<file path="config.mk">
export PLATFORM = sky130hd
export DESIGN_NAME = ram_burst_reader
export DESIGN_NICKNAME = d
export VERILOG_FILES = /design/src/rtl/ram_burst_reader.sv
export SDC_FILE = /design/constraint.sdc
export NUM_CORES = 1
export LEC_CHECK = 0
export ABC_CLOCK_PERIOD_IN_PS = 2400
export CORE_MARGIN = 2
export CORE_UTILIZATION = 42
export CTS_CLUSTER_SIZE = 30
export DETAILED_ROUTE_END_ITERATION = 12
export MAX_ROUTING_LAYER = met4
export PLACE_DENSITY = 0.77
export SYNTH_ARGS = -nofsm -noshare
export SYNTH_HDL_FRONTEND = slang
export SYNTH_SLANG_ARGS = --single-unit
</file>
<file path="constraint.sdc">
create_clock -name clock -period 2.4 [get_ports clock]
set_input_delay 0.36 -clock clock [delete_from_list [all_inputs] [get_ports clock]]
set_output_delay 0.36 -clock clock [all_outputs]
set_load 0.005 [all_outputs]
</file>
<file path="src/rtl/ram_burst_reader.sv">
// Burst reader for a single-port block RAM: streams sequential reads out on valid/ready
// while host writes steal RAM cycles. Define RAMRD_INIT_CLEAR_EN to zero the RAM after reset.
module ram_burst_reader #(
  parameter int addr_width_g = 11,
  parameter int data_width_g = 8
) (
  input  logic                    clock,
  input  logic                    reset,
  input  logic                    start,
  input  logic [addr_width_g-1:0] start_addr,
  input  logic [addr_width_g:0]   burst_len,
  output logic                    busy,
  output logic                    done,
  output logic [data_width_g-1:0] out_data,
  output logic                    out_valid,
  input  logic                    out_ready,
  input  logic                    host_wr,
  input  logic [addr_width_g-1:0] host_addr,
  input  logic [data_width_g-1:0] host_data,
  output logic                    host_ack,
  output logic [addr_width_g-1:0] ram_address,
  output logic [data_width_g-1:0] ram_data,
  output logic                    ram_wren,
  input  logic [data_width_g-1:0] ram_q
);

  typedef enum logic [1:0] {ST_IDLE, ST_BURST, ST_DRAIN, ST_CLEAR} state_t;

  state_t                  state_q, state_d;
  logic [addr_width_g-1:0] ptr_q, ptr_d;
  logic [addr_width_g:0]   remaining_q, remaining_d;
  logic                    inflight_q, inflight_d;
  logic [data_width_g-1:0] fifo_q [2];
  logic [data_width_g-1:0] fifo_d [2];
  logic                    wr_sel_q, wr_sel_d;
  logic                    rd_sel_q, rd_sel_d;
  logic [1:0]              count_q, count_d;
  logic                    done_q, done_d;
  logic                    busy_q, busy_d;
`ifdef RAMRD_INIT_CLEAR_EN
  logic [addr_width_g-1:0] clear_addr_q, clear_addr_d;
`endif

  logic       pop;
  logic       issue;
  logic [1:0] credit;

  // A word popped this cycle frees its slot before the next push, which keeps 1 word/cycle.
  always_comb begin
    pop    = (count_q != 2'd0) && out_ready;
    credit = count_q - {1'b0, pop} + {1'b0, inflight_q};
    issue  = (state_q == ST_BURST) && (remaining_q != '0) && !host_wr && (credit < 2'd2);
  end

  always_comb begin
    state_d     = state_q;
    ptr_d       = ptr_q;
    remaining_d = remaining_q;
    inflight_d  = issue;
    fifo_d      = fifo_q;
    wr_sel_d    = wr_sel_q;
    rd_sel_d    = rd_sel_q;
    done_d      = 1'b0;
`ifdef RAMRD_INIT_CLEAR_EN
    clear_addr_d = clear_addr_q;
`endif

    if (inflight_q) begin
      fifo_d[wr_sel_q] = ram_q;
      wr_sel_d         = ~wr_sel_q;
    end
    if (pop) rd_sel_d = ~rd_sel_q;
    count_d = count_q + {1'b0, inflight_q} - {1'b0, pop};

    if (issue) begin
      ptr_d       = ptr_q + addr_width_g'(1);
      remaining_d = remaining_q - (addr_width_g + 1)'(1);
    end

    case (state_q)
      ST_IDLE: begin
        if (start) begin
          if (burst_len != '0) begin
            state_d     = ST_BURST;
            ptr_d       = start_addr;
            remaining_d = burst_len;
          end else begin
            done_d = 1'b1;
          end
        end
      end
      ST_BURST: begin
        if ((remaining_q == '0) && !inflight_q) begin
          if (count_d == 2'd0) begin
            state_d = ST_IDLE;
            done_d  = 1'b1;
          end else begin
            state_d = ST_DRAIN;
          end
        end
      end
      ST_DRAIN: begin
        if (count_d == 2'd0) begin
          state_d = ST_IDLE;
          done_d  = 1'b1;
        end
      end
      default: begin
`ifdef RAMRD_INIT_CLEAR_EN
        if (!host_wr) begin
          clear_addr_d = clear_addr_q + addr_width_g'(1);
          if (clear_addr_q == '1) state_d = ST_IDLE;
        end
`else
        state_d = ST_IDLE;
`endif
      end
    endcase

    busy_d = (state_d != ST_IDLE);
  end

  // Host writes always win the RAM port; clearing only uses cycles the host leaves free.
  always_comb begin
    ram_address = ptr_q;
    ram_data    = '0;
    ram_wren    = 1'b0;
`ifdef RAMRD_INIT_CLEAR_EN
    if (state_q == ST_CLEAR) begin
      ram_address = clear_addr_q;
      ram_wren    = 1'b1;
    end
`endif
    if (host_wr) begin
      ram_address = host_addr;
      ram_data    = host_data;
      ram_wren    = 1'b1;
    end
  end

  always_ff @(posedge clock) begin
    if (reset) begin
`ifdef RAMRD_INIT_CLEAR_EN
      state_q      <= ST_CLEAR;
      busy_q       <= 1'b1;
      clear_addr_q <= '0;
`else
      state_q      <= ST_IDLE;
      busy_q       <= 1'b0;
`endif
      ptr_q       <= '0;
      remaining_q <= '0;
      inflight_q  <= 1'b0;
      fifo_q[0]   <= '0;
      fifo_q[1]   <= '0;
      wr_sel_q    <= 1'b0;
      rd_sel_q    <= 1'b0;
      count_q     <= 2'd0;
      done_q      <= 1'b0;
    end else begin
      state_q     <= state_d;
      busy_q      <= busy_d;
      ptr_q       <= ptr_d;
      remaining_q <= remaining_d;
      inflight_q  <= inflight_d;
      fifo_q      <= fifo_d;
      wr_sel_q    <= wr_sel_d;
      rd_sel_q    <= rd_sel_d;
      count_q     <= count_d;
      done_q      <= done_d;
`ifdef RAMRD_INIT_CLEAR_EN
      clear_addr_q <= clear_addr_d;
`endif
    end
  end

  assign busy      = busy_q;
  assign done      = done_q;
  assign out_valid = (count_q != 2'd0);
  assign out_data  = fifo_q[rd_sel_q];
  assign host_ack  = host_wr;

endmodule

</file>
Yosys cells after proc, flatten, opt, wreduce, memory -nomap -nowiden
Index checks and enable logic that the tools add are counted.
Operators by class
  bitwise logic cells: 4
  eq/ne operators: 2
  multiplexer cells: 28
  reductions and logical operators: 15
  order comparisons: 4
  divide/modulo/power cells: 0
  multiply operators: 0
  add/sub/neg operators: 6
  shift-type cells: 0
Operator list (number)
  11-bit two-way mux: 5
  12-bit two-way mux: 4
  8-bit two-way mux: 5
  12-bit nonzero test: 2
  16-bit bitwise mux: 1
  12-bit logical NOT: 1
  12-bit by 1-bit subtractor with 12-bit output (second input constant): 1
  11-bit by 1-bit adder with 11-bit output (second input constant): 1
  2-bit two-way mux: 5
  8-bit demux with 1-bit select: 1
  1-bit logical AND: 6
  2-bit one-hot mux with 3 select lines: 1
  1-bit two-way mux: 5
  2-bit by 1-bit adder with 2-bit output: 2
  2-bit greater-or-equal comparator (second input constant): 2
  2-bit logical NOT: 2
  1-bit inverter with 2-bit output: 2
  2-bit nonzero test: 2
  2-bit by 1-bit subtractor with 2-bit output: 2
  1-bit one-hot mux with 3 select lines: 1
  2-bit by 1-bit equality test with 1-bit output (second input constant): 1
  2-bit equality test (second input constant): 1
  1-bit logical NOT: 2
  2-bit by 1-bit less-than comparator with 1-bit output (second input constant): 1
  2 further kinds: 3
Storage, ports and cells
  memories: 0
  output and inout bits: 32
  latch bits: 0
  register bits after elaboration: 48
  RAM bits: 0
  memory bits (read-only): 0
  bits of input ports: 55
  logic and storage cells: 70

Longest topological paths before layout
Gate-level depths: netlist of the first run.
  word-level depth: 10
  depth in mapped cells: 11
  gate-level depth less buffers: 10

Least setup slack after synthesis of the first run
No wires, ideal clock.
  path kind: register to register
  start: register count_q[1]
  end: register remaining_q[7]
  stages on the path, launching flop included: 11
  setup time: 0.091 ns
  arrival: 2.493 ns
  data required time: 2.309 ns
  period minus slack after synthesis: 2.584 ns
  path buffers: 1
  slack: -0.184 ns
  cell sequence: dfxtp_1 > or2_2 > and2_1 > ha_1 > inv_1 > ha_1 > xnor3_2 > nand3_4 > buf_6 > or3_1 > a311oi_1
Between the ends
  cells in the longest elaborated chain, start to end: 10
RTL lines
  start: declaration: line 37  | logic [1:0] count_q, count_d;
  start signal: assignment: line 169  | count_q <= count_d;
  2-bit nonzero test *
  named net out_valid: line 15  | output logic out_valid,
  1-bit logical AND *: line 50  | pop = (count_q != 2'd0) && out_ready;
  named net pop: line 44  | logic pop;
  2-bit by 1-bit subtractor with 2-bit output *: line 51  | credit = count_q - {1'b0, pop} + {1'b0, inflight_q};
  2-bit by 1-bit adder with 2-bit output *: line 51
  2-bit less-than comparator *: line 52  | issue = (state_q == ST_BURST) && (remaining_q != '0) && !host_wr && (credit < 2'd2);
  1-bit logical AND *: line 52
  12-bit two-way mux *: line 75  | if (issue) begin
  12-bit two-way mux: line 83  | if (burst_len != '0) begin
  12-bit two-way mux: line 82  | if (start) begin
  12-bit two-way mux *: line 80  | case (state_q)
  end signal: assignment: line 164  | remaining_q <= remaining_d;
  end: declaration: line 31  | logic [addr_width_g:0] remaining_q, remaining_d;
The timed path passes the listed nets; every way through them passes the cells marked *.
A chain may end at the register's enable or synchronous reset.

Worst setup path after layout of the first run
  start: register count_q[0]
  end: register remaining_q[1]
Between the ends
  cells in the longest elaborated chain, start to end: 10
RTL lines (line)
  2-bit nonzero test *: 50
  1-bit logical AND *: 50
  named net pop: 44
  2-bit by 1-bit subtractor with 2-bit output *: 51
  2-bit by 1-bit adder with 2-bit output *: 51
  2-bit less-than comparator *: 52
  1-bit logical AND *: 52
  12-bit two-way mux *: 75
  12-bit two-way mux: 83
  12-bit two-way mux: 82
  12-bit two-way mux *: 80
Marks and branches as above.

==> impl_results.md, run 1 <==
* Seq/Total Area, Yosys at 36.1%
* Drt total wl at between 7000 and 8000 µm
* Power per Cell Area at ~630 nW/µm²
* Die X at about 84 µm
* Total iterations of the first detailed-routing run at 4
* CTS tree: built
* Worst-Margin Slew at between 0.7 and 0.8 ns
* Syn_nets at ~370
* Leakage at roughly 1.4 nW
* Max incr delay on CP at 0.33 ns
* Synth Instances at between 300 and 400
* Crit Path Class: flop to flop
* Crit path DAT at ~2.6 ns
* Final Critical Period at approximately 2.4 ns
* Critical path, cell by cell: or2_4 > and2_4 > ha_4 > inv_2 > ha_4 > xnor3_2 > nand3_4 > buf_12 > nor2_4 > mux2_4 > a211oi_2
* CP required at roughly 2.6 ns
* Maximum VDD drop at roughly 0.5 mV
* First-pass GRT wire length at ~11000 µm
* Min-delay src: fifo_q[9]$_SDFFE_PP0P_
* Worst Skew at about 0.0075 ns
* Nets at approximately 460
* Crit-path max FO at 6
* Clock slew at reported path FFs at ~0.10 ns
* Die ar. at 6980 µm²
* Remaining antenna violation count at 0
* Share of layout cells above drive strength 1 at about a fifth
* Longest Clk Path Bufs at 2
* Area of the multi-input gates at about 1800 µm²
* Core Util, Final at approximately 67%
* Met3 usage at under 10%
* Hold Fails Final Rpt at 0
* DRT iter0 DRCs at 93
* CTS Root Buffer Type: clkbuf_8
* IO Pins at 87
* Post-Place Worst Slack at -0.317 ns
* Layout area overhead at 51.7%
* Syn avg cell area at 8.69 µm²
* Fmax at ~420 MHz
* Placed Cells at 460
* Core ar. at 6030 µm²
* CTS buffer count at 5
* Top FF cell, synth: dfxtp_1
* Largest net degree at the start of global routing at 40
* CP delay by family, top: simple AND/OR/NAND/NOR gates
* Slew Limit Headroom at 51.0%
* Largest cells by area after synthesis: dfxtp_1, mux2_2, xnor2_1
* PnR worst setup slack at just under 0.001 ns
* FF/Latch Area at 963 µm²
* Antenna violations before repair at 0
* Max-capacitance violation count at 0
* DP Wirelength at roughly 4700 µm
* Remaining Overflow, GRT at 0
* Post-DR wirelength/cell at roughly 15 µm
* Most Frequent Cell on Critical Path: ha_4
* Vias in the first global route at between 2000 and 2500
* Status: complete, no violations
* Initial core utilization at roughly 44%
* Die height at approximately 84 µm
* Nature of the critical path endpoint: flop
* Met1 global-route usage at a little under a quarter
* Ant. Diodes at 0
* Top Usage Layer GRT: met2
* #FFs+latches synth at between 40 and 50
* Period utilisation layout at between 90 and 100%
* CP Launch Type: flop
* Yosys warns at 0
* Number of vias per cell at ~5.3
* CP max-delay cell: dfxtp_2
* Grt met2 use at 32.4%
* Hold WC Path Type: flop to flop
* Final Wtd Congestion at ~0.77
* Distinct cells, synth at 42
* Row count at 28
* CTS sink cnt at 48
* DR vias at approximately 2500
* Area leader, netlist: dfxtp_1
* DRC at 0
* Worst setup startpoint: count_q[0]$_SDFF_PP0_
* Post-synth top area share at a little over a third
* Max Slew Vio Count at 0
* CTS Hold Buffers Added at 0
* H-tree depth at 2
* Port Buffers at 86
* GRT Overall Usage at approximately a fifth
* Mapped Area at ~2700 µm²
* Worst reg2reg path startpoint: count_q[0]$_SDFF_PP0_
* Post-Layout Cell Count at 473
* Synth async-reset ratio at 0%
* EDFF count, synth at 0
* CP Buf/Inv Count at 2
* RSZ-0062 raised after global routing: yes
* Clk_lat worst skew at 0.30 ns
* Setup violations, final at 0
* Total power at about 2.5 mW
* Fillers at about 500
-- worst min-delay path: cells and delay by family (launching register included) --
kind | cells | cell delay, ns
flops | 1 | 0.32
compound gates | 1 | 0.05
simple gates | 1 | 0.05
-- logic make-up after synthesis --
logic type / share of synthesized area, %
mux: 8.61
simple gates: 28.0
xor+xnor: 7.81
flops: 36.1
compound gates: 12.2
fa+ha+maj: 2.35
buf+inv: 4.94
-- final timing paths --
check / depth (start not counted) / to / slack, ns
worst min register to register: 2 / fifo_q[9]$_SDFFE_PP0P_ / 0.46
worst max-delay path: 11 / remaining_q[1]$_SDFF_PP0_ / 0.001
worst min-delay path: 2 / fifo_q[9]$_SDFFE_PP0P_ / 0.46
worst max register to register: 11 / remaining_q[1]$_SDFF_PP0_ / 0.001
-- what timing repair did --
| item | CTS | global route |
|---|---|---|
| gates cloned | 0 | 2 |
| pin swaps | 4 | 32 |
| gates resized for setup | 9 | 29 |
| setup endpoints to repair | 12 | 22 |
| buffers inserted | 0 | 3 |
-- cell usage in the layout, fill, tap and decap left out, drive strengths merged, types with 2 or more instances in the layout --
cell,n
clkdlybuf4s50,86
dfxtp,48
nand2,38
nor2,30
xnor2,21
mux2,20
a21oi,18
buf,18
a211oi,17
nand3,15
nor4,15
and2,9
o21ai,7
clkbuf,7
nand2b,5
inv,5
ha,5
nor2b,4
nor3,4
nor4b,3
a311oi,3
or3,2
nand4,2
nor3b,2
clkinvlp,2
or2,2
-- synth_stat cells, drive strengths merged (5+ instances only) --
cell and number:
clkbuf 16, inv 5, mux2 20, xnor2 21, o21ai 7, nand2b 5, nor2 30, and2 9
a211oi 17, a21oi 18, dfxtp 48, nand2 38, ha 5, buf 6, nand3 15, nor4 15
-- final cells by class --
cell class | count | share of cell area (%)
multi-input combinational | 231 | 44.3
sequential | 48 | 23.9
clock buffer | 5 | 1.71
inverter | 5 | 0.465
clock inverter | 3 | 0.589
timing repair buffer | 106 | 26.7
tap | 75 | 2.33
-- registers in the layout (all words and copies together), names as in the netlist, 2 cells and up --
signal and count:
state_q 2, count_q 2, ptr_q 11, remaining_q 12, fifo_q 16
-- routing by layer --
metal  routed length, µm  vias up
met3                 269        6
li1                    -     1261
met4                  42        0
met1                3130     1180
met5                   0        -
met2                3580       63
-- power by group --
group          internal [mW]  total (mW)  leakage [nW]  switching [mW]
Combinational          0.624        1.06         0.927           0.437
Sequential             0.881       0.986         0.394           0.105
Clock                  0.207       0.492        0.0404           0.285
-- metrics by stage --
step / TNS, ns / hold slack [ns] / cell area [µm²]
5_1_grt: -0.769 / 0.480 / 4030
3_5_place_dp: -4.18 / 0.446 / 3640
6_report: 0 / 0.458 / 4030
2_1_floorplan: 0 / 0.433 / 2660
3_3_place_gp: -3.55 / 0.439 / 3640
4_1_cts: -0.0518 / 0.460 / 3800
No activity file was read; power rests on OpenSTA's default activity.
==> run 2: changes to the inputs <==
--- a/config.mk
+++ b/config.mk
@@ -12,6 +12,7 @@
 export DETAILED_ROUTE_END_ITERATION = 12
 export MAX_ROUTING_LAYER = met4
 export PLACE_DENSITY = 0.77
+export SKIP_CTS_REPAIR_TIMING = 1
 export SYNTH_ARGS = -nofsm -noshare
 export SYNTH_HDL_FRONTEND = slang
 export SYNTH_SLANG_ARGS = --single-unit
==> impl_results.md, run 2 (synthesis results as in run 1) <==
* Remaining antenna violation count at 0
* DRT iter0 DRCs at 75
* Largest regs: fifo_q x16, remaining_q x12, ptr_q x11
* Leakage at approximately 1.4 nW
* H-tree depth at 2
* Clock slew at reported path FFs at 0.09 ns
* Remaining Overflow, GRT at 0
* Row count at 28
* RSZ-0062 raised after global routing: yes
* Period utilisation layout at 101%
* Largest net degree at the start of global routing at 40
* Register-to-Register Path Depth at 11
* Hold Fails Final Rpt at 0
* Combinational power share at 42.2%
* Max Slew Vio Count at 0
* CTS tree: built
* Crit-path max FO at 6
* Core ar. at ~6000 µm²
* Layout area overhead at 53.0%
* Core Util, Final at between 60% and 70%
* R2r setup slk at -0.02 ns
* Failing checks: negative setup slack
* Longest Clk Path Bufs at 2
* PnR worst setup slack at -0.0189 ns
* Post-DR wirelength/cell at 14.9 µm
* Final Critical Period at around 2.4 ns
* Fin Setup TNS at -0.0189 ns
* DP Wirelength at 4740 µm
* Crit Path Class: flop to flop
* WHS at roughly 0.46 ns
* Total iterations of the first detailed-routing run at 4
* Initial core utilization at ~44%
* Hold endpoint: fifo_q[9]$_SDFFE_PP0P_
* Status: finished with violations
* Switch share at around 33%
* Max reg flops at 16
* Clk pwr share at about a fifth
* Largest Register: fifo_q
* Worst R2R End: remaining_q[1]$_SDFF_PP0_
* Hold WC Path Type: flop to flop
* Share of layout cells above drive strength 1 at 22.1%
* Die height at around 84 µm
* Psw at 840 µW
* Port Buffers at between 80 and 90
* Nets at 457
* Worst Skew at between 0.005 and 0.006 ns
* Max-capacitance violation count at 0
* Number of vias per cell at around 5.3
* GRT Overall Usage at 18.7%
* Antenna violations before repair at 0
* CTS Root Buffer Type: clkbuf_8
* Sequential Power Share at 38.6%
* Most common cell after layout, fill and taps aside: clkdlybuf4s50_1
* First-pass GRT wire length at 10800 µm
* Placed Cells at 460
* Pint at roughly 1.7 mW
* Die ar. at 6980 µm²
* Fmax at 413 MHz
* DRC at 0
* Total power at ~2.6 mW
* Commonest non-fill, non-tap cells in the layout: clkdlybuf4s50_1, dfxtp_1, nand2_1, nor2_1, mux2_2
* Power per Cell Area at around 630 nW/µm²
* Slew Limit Headroom at about half
* CP Launch Type: flop
* Maximum VDD drop at between 0.5 and 0.6 mV
* Worst-Margin Slew at ~0.73 ns
* Setup violations, final at 1
* Vias in the first global route at about 2400
* IO Pins at 87
* Nature of the critical path endpoint: flop
* Fillers at 480
* CTS buffer count at 5
* Worst hold stages at 2
* Clk_lat worst skew at ~0.3 ns
* DR vias at approximately 2500
* Die X at ~84 µm
* Min-delay src: fifo_q[9]$_SDFFE_PP0P_
* Ant. Diodes at 0
* Final Wtd Congestion at 0.767
* Post-Layout Cell Count at roughly 470
* CP required at between 2 and 3 ns
* Crit path DAT at roughly 2.6 ns
* Worst reg2reg path startpoint: count_q[0]$_SDFF_PP0_
* Drt total wl at ~7000 µm
* CTS sink cnt at 48
==> run 2: cell type report <==
cell class | instances | area (µm²) | area share (%)
inverter | 5 | 18.8 | 0.461
sequential | 48 | 963 | 23.7
timing repair buffer | 106 | 1080 | 26.6
tap | 75 | 93.8 | 2.31
clock buffer | 5 | 68.8 | 1.69
clock inverter | 3 | 23.8 | 0.584
multi-input combinational | 231 | 1820 | 44.7
==> run 2: metal layers <==
metal | vias to the layer above | routed length, µm | track usage [%]
met5 | - | 0 | -
met1 | 1183 | 3200 | 23.0
li1 | 1262 | - | -
met2 | 74 | 3530 | 31.6
met3 | 6 | 283 | 3.96
met4 | 0 | 46 | 4.40
==> run 2: worst max-delay path: stages, from the launching register on <==
cell      delay (ns)
dfxtp_2         0.33
or2_4           0.24
and2_4          0.15
ha_4            0.25
inv_2           0.04
ha_4            0.14
xnor3_2         0.25
nand3_4         0.15
buf_12          0.20
nor2_4          0.12
mux2_4          0.31
a211oi_2        0.16
==> run 2: worst max-delay path by stage <==
stage | from | end | slack [ns]
final | count_q[0]$_SDFF_PP0_ | remaining_q[1]$_SDFF_PP0_ | -0.02
after global routing | count_q[0]$_SDFF_PP0_ | remaining_q[1]$_SDFF_PP0_ | -0.1
after CTS | count_q[1]$_SDFF_PP0_ | ptr_q[8]$_SDFF_PP0_ | -0.13
after detailed placement | out_ready | ptr_q[8]$_SDFF_PP0_ | -0.32
after global placement | out_ready | ptr_q[10]$_SDFF_PP0_ | -0.23
after floorplan | count_q[1]$_SDFF_PP0_ | remaining_q[7]$_SDFF_PP0_ | 0.05
==> run 2: power by group through the flow <==
stage	clock network (mW)	registers [mW]	logic (mW)
finish	0.493	0.987	1.08
global route	0.537	1.00	1.16
CTS	0.500	0.975	0.880
detailed placement	0	0.993	0.874
global placement	0	0.991	0.858
floorplan	0	0.953	0.524
==> run 2: stage by stage <==
step / worst slack, ns / instance area (µm²)
after floorplan: 0.0451 / 2660
after global placement: -0.231 / 3640
after detailed placement: -0.317 / 3640
after CTS: -0.132 / 3740
after global routing: -0.0958 / 4070
final: -0.0189 / 4070
==> run 3: changes to the inputs <==
--- a/config.mk
+++ b/config.mk
@@ -12,6 +12,7 @@
 export DETAILED_ROUTE_END_ITERATION = 12
 export MAX_ROUTING_LAYER = met4
 export PLACE_DENSITY = 0.77
+export SETUP_SLACK_MARGIN = 0.3
 export SKIP_CTS_REPAIR_TIMING = 1
 export SYNTH_ARGS = -nofsm -noshare
 export SYNTH_HDL_FRONTEND = slang
==> impl_results.md, run 3 (synthesis results as in run 1) <==
* Fillers at around 480
* Total power at 2.54 mW
* Post-DR wirelength/cell at between 10 and 15 µm
* Ant. Diodes at 0
* Dpl cell area at 3690 µm²
* CTS buffer count at 5
* Leakage at roughly 1.4 nW
* CP required at roughly 2.6 ns
* First-pass GRT wire length at approximately 10000 µm
* Number of vias per cell at 5.26
* DR vias at 2532
* Largest regs: fifo_q x16, remaining_q x12, ptr_q x11
* Fmax at roughly 400 MHz
* Most common cell after layout, fill and taps aside: clkdlybuf4s50_1
* DP Wirelength at 4620 µm
* Nets at 465
* Initial core utilization at 44.1%
* Status: finished with violations
* Remaining Overflow, GRT at 0
* Final Critical Period at around 2.5 ns
* Final Wtd Congestion at slightly below 0.8
* DRC at 0
* Largest Register: fifo_q
* Layout area overhead at 53.6%
* DRT iter0 DRCs at ~90
* Register-to-Register Path Depth at 10
* Core Util, Final at about two thirds
* Maximum VDD drop at between 0.4 and 0.5 mV
* Nature of the critical path endpoint: flop
* Antenna violations before repair at 0
* Worst-Margin Slew at 0.674 ns
* Die ar. at approximately 7000 µm²
* Largest net degree at the start of global routing at 25
* Max reg flops at 16
* Vias in the first global route at roughly 2300
* Worst R2R End: remaining_q[7]$_SDFF_PP0_
* Power per Cell Area at slightly above 600 nW/µm²
* Hold Fails Final Rpt at 0
* Die height at about 84 µm
* Drt total wl at between 6000 and 7000 µm
* Port Buffers at 86
* CTS tree: built
* H-tree depth at 2
* GRT Overall Usage at between 15 and 20%
* IO Pins at 87
* Clock slew at reported path FFs at about 0.090 ns
* CP Launch Type: flop
* CTS Root Buffer Type: clkbuf_8
* Core ar. at about 6000 µm²
* Crit Path Class: flop to flop
* Row count at 28
* Failing checks: negative setup slack
* Crit-path max FO at 8
* Hold endpoint: fifo_q[8]$_SDFFE_PP0P_
* Min-delay src: fifo_q[8]$_SDFFE_PP0P_
* Max-capacitance violation count at 0
* Worst reg2reg path startpoint: count_q[0]$_SDFF_PP0_
* Post-route cell area at approximately 4000 µm²
* Die X at between 80 and 90 µm
* Clk_lat worst skew at 0.30 ns
* Commonest non-fill, non-tap cells in the layout: clkdlybuf4s50_1, dfxtp_1, nand2_1, nor2_1, xnor2_1
* Max Slew Vio Count at 0
* CTS sink cnt at between 40 and 50
* Worst hold stages at 2
* Share of layout cells above drive strength 1 at 22.7%
* R2r setup slk at -0.09 ns
* Remaining antenna violation count at 0
* Total iterations of the first detailed-routing run at 4
* Hold WC Path Type: flop to flop
* Period utilisation layout at 104%
* Longest Clk Path Bufs at 2
* Worst Skew at between 0.008 and 0.009 ns
* Setup violations, final at 8
* Slew Limit Headroom at a little over half
* RSZ-0062 raised after global routing: yes
* PnR worst setup slack at -0.0888 ns
* Crit path DAT at ~2.7 ns
run 3: changes by cell type in the layout (fill, tap and decap cells not counted), sizes merged:
cell	before	now
dlymetal6s2s	0	1
buf	18	27
clkdlybuf4s50	86	85
clkbuf	7	5
nand3	15	16
run 3: how the worst max path moves through the flow:
stage                           from  slack, ns  depth (start not counted)                        end
6_report       count_q[0]$_SDFF_PP0_      -0.09                         10  remaining_q[7]$_SDFF_PP0_
5_1_grt        count_q[0]$_SDFF_PP0_      -0.20                         10  remaining_q[7]$_SDFF_PP0_
4_1_cts        count_q[0]$_SDFF_PP0_      -0.05                         11        ptr_q[9]$_SDFF_PP0_
3_5_place_dp               out_ready      -0.27                         11        ptr_q[9]$_SDFF_PP0_
3_3_place_gp               out_ready      -0.22                         11        ptr_q[9]$_SDFF_PP0_
2_1_floorplan  count_q[0]$_SDFF_PP0_       0.13                         10  remaining_q[7]$_SDFF_PP0_
run 3: metrics by stage:
stage / instances / worst slack [ns] / TNS (ns) / hold WS [ns]
6_report: 481 / -0.0888 / -0.378 / 0.455
4_1_cts: 468 / -0.0532 / -0.349 / 0.460
5_1_grt: 481 / -0.204 / -2.79 / 0.481
3_5_place_dp: 460 / -0.271 / -4.60 / 0.447
2_1_floorplan: 306 / 0.134 / 0 / 0.433
3_3_place_gp: 460 / -0.224 / -3.81 / 0.439
run 3: metal layers:
metal	vias to the layer above	global-route usage, %	share of wire, %
met3	2	3.86	4.7
met1	1178	23.3	44
li1	1279	-	-
met5	-	-	0
met4	0	4.69	0.41
met2	73	30.0	51
run 3: cell type report:
type / count / area (µm²) / share of cell area (%)
clock buffer: 5 / 68.8 / 1.68
clock inverter: 3 / 23.8 / 0.582
inverter: 5 / 18.8 / 0.459
multi-input combinational: 232 / 1810 / 44.3
sequential: 48 / 963 / 23.6
tap: 75 / 93.8 / 2.30
timing repair buffer: 113 / 1110 / 27.1
run 3: critical path, cell delays in order, from the launching register on:
cell and delay (ns):
dfxtp_2 0.33, or2_4 0.24, and2_4 0.15, ha_4 0.25, inv_2 0.04, ha_4 0.14, xnor3_2 0.30, nand3_4 0.15
buf_6 0.16, or3_1 0.34, a311oi_1 0.28
run 3: power breakdown:
group	switching [mW]	internal, mW	total [mW]	leakage [nW]
Sequential	0.106	0.881	0.987	0.394
Combinational	0.461	0.594	1.05	0.951
Clock	0.287	0.207	0.494	0.0404
Total	0.854	1.68	2.54	1.39
